`src/rtl/jtframe_rstseq_pkg.sv`:
```
`default_nettype none
// +--------------------------------------------------------------------------+
// | Module   : jtframe_rstseq_pkg                                            |
// | Purpose  : Shared definitions for the PLL reset sequencer: counter width, |
// |            state encoding and a terminal-count helper.                    |
// | Revision : 1.0 - initial release                                         |
// +--------------------------------------------------------------------------+
package jtframe_rstseq_pkg;

  localparam int CNT_W = 16;

  typedef logic [2:0] state_t;

  localparam state_t ST_PLLRST = 3'd0;
  localparam state_t ST_WAITLK = 3'd1;
  localparam state_t ST_SETTLE = 3'd2;
  localparam state_t ST_RELSD  = 3'd3;
  localparam state_t ST_RELVID = 3'd4;
  localparam state_t ST_RUN    = 3'd5;
  localparam state_t ST_FAIL   = 3'd6;

  // Counter value seen on the last cycle of an n-cycle interval.
  function automatic logic [CNT_W-1:0] tc(input int unsigned n);
    return CNT_W'(n - 1);
  endfunction

endpackage
`default_nettype wire

```
`src/rtl/jtframe_sync2.sv`:
```
`default_nettype none
// +--------------------------------------------------------------------------+
// | Module   : jtframe_sync2                                                 |
// | Purpose  : Two-flop synchroniser for a single asynchronous level.        |
// | Ports    : clk - destination clock                                       |
// |            rst - asynchronous active-high reset (output resets to 0)     |
// |            d   - asynchronous input                                      |
// |            q   - synchronised output, two cycles behind d                |
// | Revision : 1.0 - initial release                                         |
// +--------------------------------------------------------------------------+
module jtframe_sync2 (
  input  logic clk,
  input  logic rst,
  input  logic d,
  output logic q
);

  logic ff1_q;
  logic ff2_q;

  always_ff @(posedge clk or posedge rst) begin
    if (rst) begin
      ff1_q <= 1'b0;
      ff2_q <= 1'b0;
    end else begin
      ff1_q <= d;
      ff2_q <= ff1_q;
    end
  end

  assign q = ff2_q;

endmodule
`default_nettype wire

```
`src/rtl/jtframe_pll_rst_seq.sv`:
```
`default_nettype none
// +--------------------------------------------------------------------------+
// | Module   : jtframe_pll_rst_seq                                           |
// | Purpose  : Power-up / lock supervisor for the base+game PLL pair. Holds  |
// |            the PLLs in reset, waits for a stable lock, then releases the |
// |            SDRAM, video and game domain resets in that order. Lock loss  |
// |            restarts the whole sequence.                                  |
// | Ports    : clk, rst (async, active high)                                 |
// |            pll_locked, game_rst      - asynchronous inputs               |
// |            pll_rst                   - reset to both PLLs                |
// |            rst_sdram/video/game      - domain reset requests             |
// |            ready (RUN), fail (FAIL), retries (failed lock attempts)      |
// | Options  : JTFRAME_PLL_WATCHDOG_EN - enables the lock watchdog, retry    |
// |            counting and the terminal FAIL state.                         |
// | Revision : 1.0 - initial release                                         |
// +--------------------------------------------------------------------------+
module jtframe_pll_rst_seq
  import jtframe_rstseq_pkg::*;
#(
  parameter int unsigned RSTW     = 16,
  parameter int unsigned SETTLE   = 1024,
  parameter int unsigned STAGE    = 64,
  parameter int unsigned LOCKTO   = 65535,
  parameter int unsigned MAXRETRY = 3
) (
  input  logic       clk,
  input  logic       rst,
  input  logic       pll_locked,
  input  logic       game_rst,
  output logic       pll_rst,
  output logic       rst_sdram,
  output logic       rst_video,
  output logic       rst_game,
  output logic       ready,
  output logic       fail,
  output logic [3:0] retries
);

  localparam logic [CNT_W-1:0] RSTW_TC   = tc(RSTW);
  localparam logic [CNT_W-1:0] SETTLE_TC = tc(SETTLE);
  localparam logic [CNT_W-1:0] STAGE_TC  = tc(STAGE);
  localparam logic [CNT_W-1:0] STAGE_LD  = CNT_W'(STAGE);
  localparam logic [CNT_W-1:0] CNT_ONE   = CNT_W'(1);

  // Out-of-range parameters have no defined behaviour; refuse to elaborate.
  if (RSTW < 1 || RSTW > 65535 || SETTLE < 1 || SETTLE > 65535 ||
      STAGE < 1 || STAGE > 65535 || LOCKTO < 1 || LOCKTO > 65535 ||
      MAXRETRY < 1 || MAXRETRY > 15) begin : g_param_check
    $error("jtframe_pll_rst_seq: parameter out of range");
  end

  logic lock_s;
  logic grst_s;

  jtframe_sync2 u_sync_lock (
    .clk (clk),
    .rst (rst),
    .d   (pll_locked),
    .q   (lock_s)
  );

  jtframe_sync2 u_sync_grst (
    .clk (clk),
    .rst (rst),
    .d   (game_rst),
    .q   (grst_s)
  );

  state_t           state_q, state_d;
  logic [CNT_W-1:0] cnt_q, cnt_d;
  // Game-reset stretch: cycles still to hold rst_game after grst_s falls.
  logic [CNT_W-1:0] str_q, str_d;
  logic             pll_rst_q, pll_rst_d;
  logic             rst_sdram_q, rst_sdram_d;
  logic             rst_video_q, rst_video_d;
  logic             rst_game_q, rst_game_d;
  logic             ready_q, ready_d;

`ifdef JTFRAME_PLL_WATCHDOG_EN
  localparam logic [CNT_W-1:0] LOCKTO_TC  = tc(LOCKTO);
  localparam logic [3:0]       MAXRETRY_C = 4'(MAXRETRY);
  logic [3:0] retries_q, retries_d;
  logic       fail_q, fail_d;
`endif

  always_comb begin
    state_d = state_q;
`ifdef JTFRAME_PLL_WATCHDOG_EN
    retries_d = retries_q;
`endif
    // Lock loss is tested first in every released state so it wins over
    // terminal counts and game-reset activity.
    case (state_q)
      ST_PLLRST: if (cnt_q == RSTW_TC) state_d = ST_WAITLK;
      ST_WAITLK: begin
        if (lock_s) begin
          state_d = ST_SETTLE;
        end
`ifdef JTFRAME_PLL_WATCHDOG_EN
        else if (cnt_q == LOCKTO_TC) begin
          retries_d = (retries_q == 4'd15) ? 4'd15 : retries_q + 4'd1;
          state_d   = (retries_d == MAXRETRY_C) ? ST_FAIL : ST_PLLRST;
        end
`endif
      end
      ST_SETTLE: begin
        // A glitch while settling just restarts the wait; not a retry.
        if (!lock_s)                 state_d = ST_WAITLK;
        else if (cnt_q == SETTLE_TC) state_d = ST_RELSD;
      end
      ST_RELSD: begin
        if (!lock_s)                state_d = ST_PLLRST;
        else if (cnt_q == STAGE_TC) state_d = ST_RELVID;
      end
      ST_RELVID: begin
        if (!lock_s)                state_d = ST_PLLRST;
        else if (cnt_q == STAGE_TC) state_d = ST_RUN;
      end
      ST_RUN: if (!lock_s) state_d = ST_PLLRST;
`ifdef JTFRAME_PLL_WATCHDOG_EN
      ST_FAIL: state_d = ST_FAIL;
`endif
      default: state_d = ST_PLLRST;
    endcase

    cnt_d = (state_d != state_q) ? '0 : cnt_q + CNT_ONE;

    // Outputs are registered from the next state so that they change on the
    // same edge as the state itself.
    pll_rst_d   = (state_d == ST_PLLRST) || (state_d == ST_FAIL);
    rst_sdram_d = !(state_d inside {ST_RELSD, ST_RELVID, ST_RUN});
    rst_video_d = !(state_d inside {ST_RELVID, ST_RUN});
    ready_d     = (state_d == ST_RUN);

    // The stretch only runs inside RUN; it is zero on RUN entry so rst_game
    // drops on the entry edge unless grst_s is already high.
    str_d      = '0;
    rst_game_d = 1'b1;
    if (state_d == ST_RUN) begin
      if (grst_s)           str_d = STAGE_LD;
      else if (str_q != '0) str_d = str_q - CNT_ONE;
      rst_game_d = grst_s || (str_q != '0);
    end

`ifdef JTFRAME_PLL_WATCHDOG_EN
    fail_d = (state_d == ST_FAIL);
`endif
  end

  always_ff @(posedge clk or posedge rst) begin
    if (rst) begin
      state_q     <= ST_PLLRST;
      cnt_q       <= '0;
      str_q       <= '0;
      pll_rst_q   <= 1'b1;
      rst_sdram_q <= 1'b1;
      rst_video_q <= 1'b1;
      rst_game_q  <= 1'b1;
      ready_q     <= 1'b0;
    end else begin
      state_q     <= state_d;
      cnt_q       <= cnt_d;
      str_q       <= str_d;
      pll_rst_q   <= pll_rst_d;
      rst_sdram_q <= rst_sdram_d;
      rst_video_q <= rst_video_d;
      rst_game_q  <= rst_game_d;
      ready_q     <= ready_d;
    end
  end

`ifdef JTFRAME_PLL_WATCHDOG_EN
  always_ff @(posedge clk or posedge rst) begin
    if (rst) begin
      retries_q <= 4'd0;
      fail_q    <= 1'b0;
    end else begin
      retries_q <= retries_d;
      fail_q    <= fail_d;
    end
  end

  assign retries = retries_q;
  assign fail    = fail_q;
`else
  assign retries = 4'd0;
  assign fail    = 1'b0;
`endif

  assign pll_rst   = pll_rst_q;
  assign rst_sdram = rst_sdram_q;
  assign rst_video = rst_video_q;
  assign rst_game  = rst_game_q;
  assign ready     = ready_q;

endmodule
`default_nettype wire

```
`config.mk`:
```
export PLATFORM = sky130hd
export DESIGN_NAME = jtframe_pll_rst_seq
export DESIGN_NICKNAME = d
export VERILOG_FILES = /design/src/rtl/jtframe_rstseq_pkg.sv /design/src/rtl/jtframe_sync2.sv /design/src/rtl/jtframe_pll_rst_seq.sv
export SDC_FILE = /design/constraint.sdc
export NUM_CORES = 1
export LEC_CHECK = 0
export CORE_MARGIN = 3
export CORE_UTILIZATION = 35
export DETAILED_ROUTE_END_ITERATION = 7
export PLACE_DENSITY = 0.62
export REMOVE_ABC_BUFFERS = 1
export SLEW_MARGIN = 20
export SYNTH_ARGS = -nofsm -noshare
export SYNTH_HDL_FRONTEND = slang
export SYNTH_HIERARCHICAL = 1
export SYNTH_SLANG_ARGS = --single-unit
```
`constraint.sdc`:
```
create_clock -name clk -period 3.12 [get_ports clk]
set_input_delay 0.468 -clock clk [delete_from_list [all_inputs] [get_ports clk]]
set_output_delay 0.468 -clock clk [all_outputs]
set_load 0.01 [all_outputs]
```
After elaboration in Yosys (flattened, before gate mapping)
Cells that the tools add are included.
- add/sub/neg operators: 2
- eq/ne operators: 13
- mux-type cells: 15
- reduce and logical (&&, ||, !) cells: 9
- operators with widths (operator ; count):
    2-to-1 mux 16 bit ; 4
    2-to-1 mux 3 bit ; 9
    case mux 3 bit (6 select lines) ; 1
    adder 16 x 1 -> 16 bit, second input constant ; 1
    equality test 16 x 10 -> 1 bit, second input constant ; 1
    equality test 16 x 4 -> 1 bit, second input constant ; 1
    equality test 16 x 6 -> 1 bit, second input constant ; 1
    nonzero test 16 bit ; 1
    subtractor 16 x 1 -> 16 bit, second input constant ; 1
    equality test 3 bit, second input constant ; 5
    equality test 3 x 2 -> 1 bit, second input constant ; 3
    logical NOT 3 bit ; 2
    equality test 3 x 1 -> 1 bit, second input constant ; 1
    inequality test 3 bit ; 1
    nonzero test 3 bit ; 1
    logical NOT 1 bit ; 2
    logical OR 1 bit ; 2
    nonzero test 2 bit ; 1
    2-to-1 mux 1 bit ; 1
- register bits: 44
- input port bits: 4
- logic and storage cells: 51

Depth between registers and ports, before layout
- word-level depth: 7
- depth in mapped cells: 8
- depth with buffers taken out: 6

Hierarchy
The synthesis kept the hierarchy.
- by module, submodules not included (module ; times used ; cells an instance ; area each (µm²) ; seq. area each (µm²)):
    jtframe_pll_rst_seq ; 1 ; 213 ; 2077.0 ; 1006.0
    jtframe_sync2 ; 2 ; 3 ; 53.8 ; 50.0

Worst setup path before layout
OpenSTA, ideal clock, no wires.
- kind: flip-flop to flip-flop
- from: register str_q[8]
- to: register str_q[10]
- library setup time: 0.119 ns
- arrival: 2.284 ns
- data required time: 3.001 ns
- path slack: 0.717 ns
- cell stages (with the launch flop): 8
- cells stage by stage: dfrtp_1 > or4_4 > or4_4 > or4_4 > or3b_1 > buf_6 > buf_8 > nor2_1
- word-level cells in the longest chain between the ends: 4
- elaborated cells between the ends (all ways): 5
- classes of those cells: add/sub (1); mux (3); reduce/logical (1)
- RTL lines (item ; RTL line ; text):
    start, declared ; jtframe_pll_rst_seq.sv:72 ; logic [CNT_W-1:0] str_q, str_d;
    start signal, assigned ; jtframe_pll_rst_seq.sv:163 ; str_q <= str_d;
    subtractor 16 x 1 -> 16 bit / nonzero test 16 bit (equally long branches) ; jtframe_pll_rst_seq.sv:141 ; else if (str_q != '0) str_d = str_q - CNT_ONE;
    2-to-1 mux 16 bit * ; jtframe_pll_rst_seq.sv:141 ;
    2-to-1 mux 16 bit * ; jtframe_pll_rst_seq.sv:140 ; if (grst_s) str_d = STAGE_LD;
    2-to-1 mux 16 bit * ; jtframe_pll_rst_seq.sv:139 ; if (state_d == ST_RUN) begin
    named net str_d[10] ; jtframe_pll_rst_seq.sv:72 ;
Mark *: on every way through the listed nets, which the timed path passes. The rest lies on a longest branch.

Worst setup path after layout
- from: register str_q[8]
- to: register str_q[15]
Same word-level chain as after synthesis.

==> results.md <==
- Outcome: completed
- Antenna violations before repair: 0
- Post-route standard cell area excluding fillers: 2430 um^2
- WP data required: 3.28 ns
- Cts hold-fix bufs: 0
- Pwr/cell area: 594 nW/um^2
- Depth of the worst register-to-register path: 5
- Commonest cells after routing, fill and taps aside: sky130_fd_sc_hd__nor2_1, sky130_fd_sc_hd__dfrtp_1, sky130_fd_sc_hd__xnor2_1
- Final Hold Slack: 0.353 ns
- Path category of the worst min-delay check: register to register
- Vertical extent of the die: 85.0 um
- Internal reg-to-reg setup slack: 0.45 ns
- Setup slack after placement: 0.464 ns
- Wire length of the first global-routing pass: 6.84 mm
- Leakage power figure: 1.14 nW
- Clock tree from TritonCTS: yes
- Final-layout setup total negative slack: 0 ns
- Cell variety after synth: 46
- End point of the critical path: str_q[15]
- Cell row count: 28
- Initial core utilization: 0.365
- Share of the clock period used by the worst path: 0.854
- Worst-case setup margin in the final layout: 0.455 ns
- Num ports: 14
- Net Sw Frac: 0.275
- Area of the core: 5990 um^2
- Part of the total power dissipated in sequential elements: 0.484
- Count of antenna-violating nets left after detailed routing: 0
- Number of clock buffers inserted by TritonCTS: 5
- Die extent in x: 85.0 um
- Overflow left after global routing: 0
- Startpoint Class: register
- Share of final-layout standard cells stronger than drive strength 1: 0.0873
- Mean post-synth cell area: 9.98 um^2
- Pin count of the biggest net entering global routing: 41
- Setup crit end kind: register
- Cell type with the highest aggregate area in the netlist: sky130_fd_sc_hd__dfrtp_1
- Area enclosed by the die boundary: 7230 um^2
- Total routed wirelength: 3.80 mm
- Number of search-and-repair iterations in the first detailed-routing pass: 4
- FMAX: 375 MHz
- Clock tree root buffer cell: sky130_fd_sc_hd__clkbuf_8
- Inserted Diodes: 0
- Number of buffers on the longest clock path: 2
- Area taken by flip-flops and latches: 1110 um^2
- Sequential area share after synthesis: 0.506
- Post-CTS setup buffer count: 0
- Most common cell after layout, fill and taps aside: sky130_fd_sc_hd__nor2_1
- RR Endpoint: str_q[15]
- Critical path fanouts, max: 15
- Avg Vias per Cell: 4.97
- Combined area of the multi-input logic cells: 970 um^2
- Final setup fails: 0
- Number of failing hold endpoints at the final stage: 0
- Post-CTS resize count: 0
- Number of nets in the finished design: 235
- Max-capacitance violation count: 0
- Post-detailed-route DRC marker count: 0
- Area fraction of the dominant cell type after synthesis: 0.458
- Maximum ir drop on the vdd rail: 0.339 mV
- Setup repair after global routing missed its margin: false
- Total number of vias: 1510
- Placer congestion estimate: 0.771
- Largest clock skew in the final design: 0.00965 ns
- Transition time at the pin with the least slew margin: 0.690 ns
- Minimum period implied by the final worst setup slack: 2.67 ns
- Area growth from synthesis to layout: 11.5%
- Clock transition at the registers of the reported paths: 0.08 ns
- Count of warnings emitted by yosys: 6
- Placement-stage cell area: 2300 um^2
- Clock sink count: 44
- Worst setup path startpoint: str_q[8]
- Quantity of I/O buffers inserted on ports: 8
- Internal portion of total power: 1.05 mW
- Data arrival time at the worst-slack endpoint: 2.83 ns
- Count of routing violations after the opening detailed-route iteration: 78
- Clock Power Share: 0.350
- Final Slew Violations: 0
- Average wire per standard cell: 12.5 um
- Most area-consuming cells after synthesis: sky130_fd_sc_hd__dfrtp_1, sky130_fd_sc_hd__xnor2_1, sky130_fd_sc_hd__nor2_1, sky130_fd_sc_hd__dfstp_2, sky130_fd_sc_hd__xor2_1
- CTS HTree Levels: 2
- Worst max-slew margin expressed relative to the limit: 0.534
- Half-perimeter wire length of the detailed placement result: 2.65 mm
- Clock latency on the worst-skew pair: 0.29 ns
- Reg-to-reg critical path startpoint: str_q[8]
- Cell Area, Synth: 2180 um^2
- Critical path type: register to register
- Comb pwr share: 0.166
- Global-route usage over all layers: 0.116
- Via count of the first global-routing pass: 1498
- Cell count after synthesis: 219
- Filler cell count: 578
- Flops & latches, synth: 44
- Reported net switching power: 0.397 mW
[flip-flops by register name, indices dropped and copies added, names as in the netlist]
name,count
u_sync_lock/q,1
u_sync_lock/ff1_q,1
rst_game,1
u_sync_grst/ff1_q,1
cnt_q,16
pll_rst,1
str_q,16
u_sync_grst/q,1
rst_sdram,1
rst_video,1
ready,1
state_q,3
[stage by stage]
stage                     total power [mW]  cells  utilization
after floorplan                      0.880    212            -
after global placement               0.947    296        0.384
after detailed placement             0.957    296        0.384
after CTS                             1.47    304        0.406
after global routing                  1.53    304        0.406
final                                 1.45    304        0.406
[critical path: stages (launching register included)]
cell and delay (ns):
sky130_fd_sc_hd__dfrtp_1 0.41, sky130_fd_sc_hd__or4_4 0.55, sky130_fd_sc_hd__or4_4 0.45, sky130_fd_sc_hd__or4_4 0.50, sky130_fd_sc_hd__or3b_1 0.51, sky130_fd_sc_hd__nor2_1 0.11
[logic make-up after synthesis]
family | synth area share
XOR/XNOR | 0.104
buffers and inverters | 0.0567
other | 0.00172
AND/OR/NAND/NOR | 0.246
flip-flops | 0.506
adder cells (fa/ha/maj) | 0.0172
AO/OA/AOI/OAI | 0.0682
[cell usage after synthesis (all sizes together)]
| library cell | number |
|---|---|
| nor2 | 41 |
| dfrtp | 40 |
| xnor2 | 18 |
| nand2 | 15 |
| inv | 12 |
| buf | 8 |
| or4 | 8 |
| xor2 | 8 |
| nand4 | 7 |
| a21oi | 6 |
| or3 | 6 |
| nand3 | 5 |
| dfstp | 4 |
| nor3 | 4 |
| nor4 | 4 |
| and3 | 3 |
| clkbuf | 3 |
| ha | 3 |
| o21ai | 3 |
| a31oi | 2 |
| o211ai | 2 |
| a211o | 1 |
| a21boi | 1 |
| and2 | 1 |
| conb | 1 |
| nand2b | 1 |
| nand3b | 1 |
| nor2b | 1 |
| nor4b | 1 |
| o21a | 1 |
| o21bai | 1 |
| o221ai | 1 |
| o311ai | 1 |
| o31ai | 1 |
| o41a | 1 |
| or3b | 1 |
| or4b | 1 |
| or4bb | 1 |
[area by class of cell]
cell class	count	share of cell area
Sequential cell	44	0.454
Multi-Input combinational cell	156	0.398
Tap cell	75	0.0385
Timing Repair Buffer	9	0.0360
Clock buffer	6	0.0298
Clock inverter	2	0.0247
Inverter	12	0.0185
[per-layer routing]
metal | wire length (um) | track usage
met1 | 1920 | 0.163
met2 | 1660 | 0.178
met3 | 157 | 0.0223
met4 | 66 | 0.0432
met5 | 0 | 0
[power groups by stage]
stage | clock network, mW | logic [mW] | registers (mW)
after floorplan | 0 | 0.188 | 0.692
after global placement | 0 | 0.240 | 0.707
after detailed placement | 0 | 0.247 | 0.710
after CTS | 0.522 | 0.247 | 0.699
after global routing | 0.544 | 0.277 | 0.710
final | 0.506 | 0.241 | 0.699
[worst min-delay path by stage]
| stage | start | to | depth (start not counted) |
|---|---|---|---|
| floorplan | rst | u_sync_grst/ff1_q | 1 |
| global placement | u_sync_lock/ff1_q | u_sync_lock/q | 0 |
| detailed placement | u_sync_grst/ff1_q | u_sync_grst/q | 0 |
| CTS | u_sync_grst/ff1_q | u_sync_grst/q | 0 |
| global route | u_sync_grst/ff1_q | u_sync_grst/q | 0 |
| finish | u_sync_grst/ff1_q | u_sync_grst/q | 0 |
No activity file was read; power rests on OpenSTA's default activity.
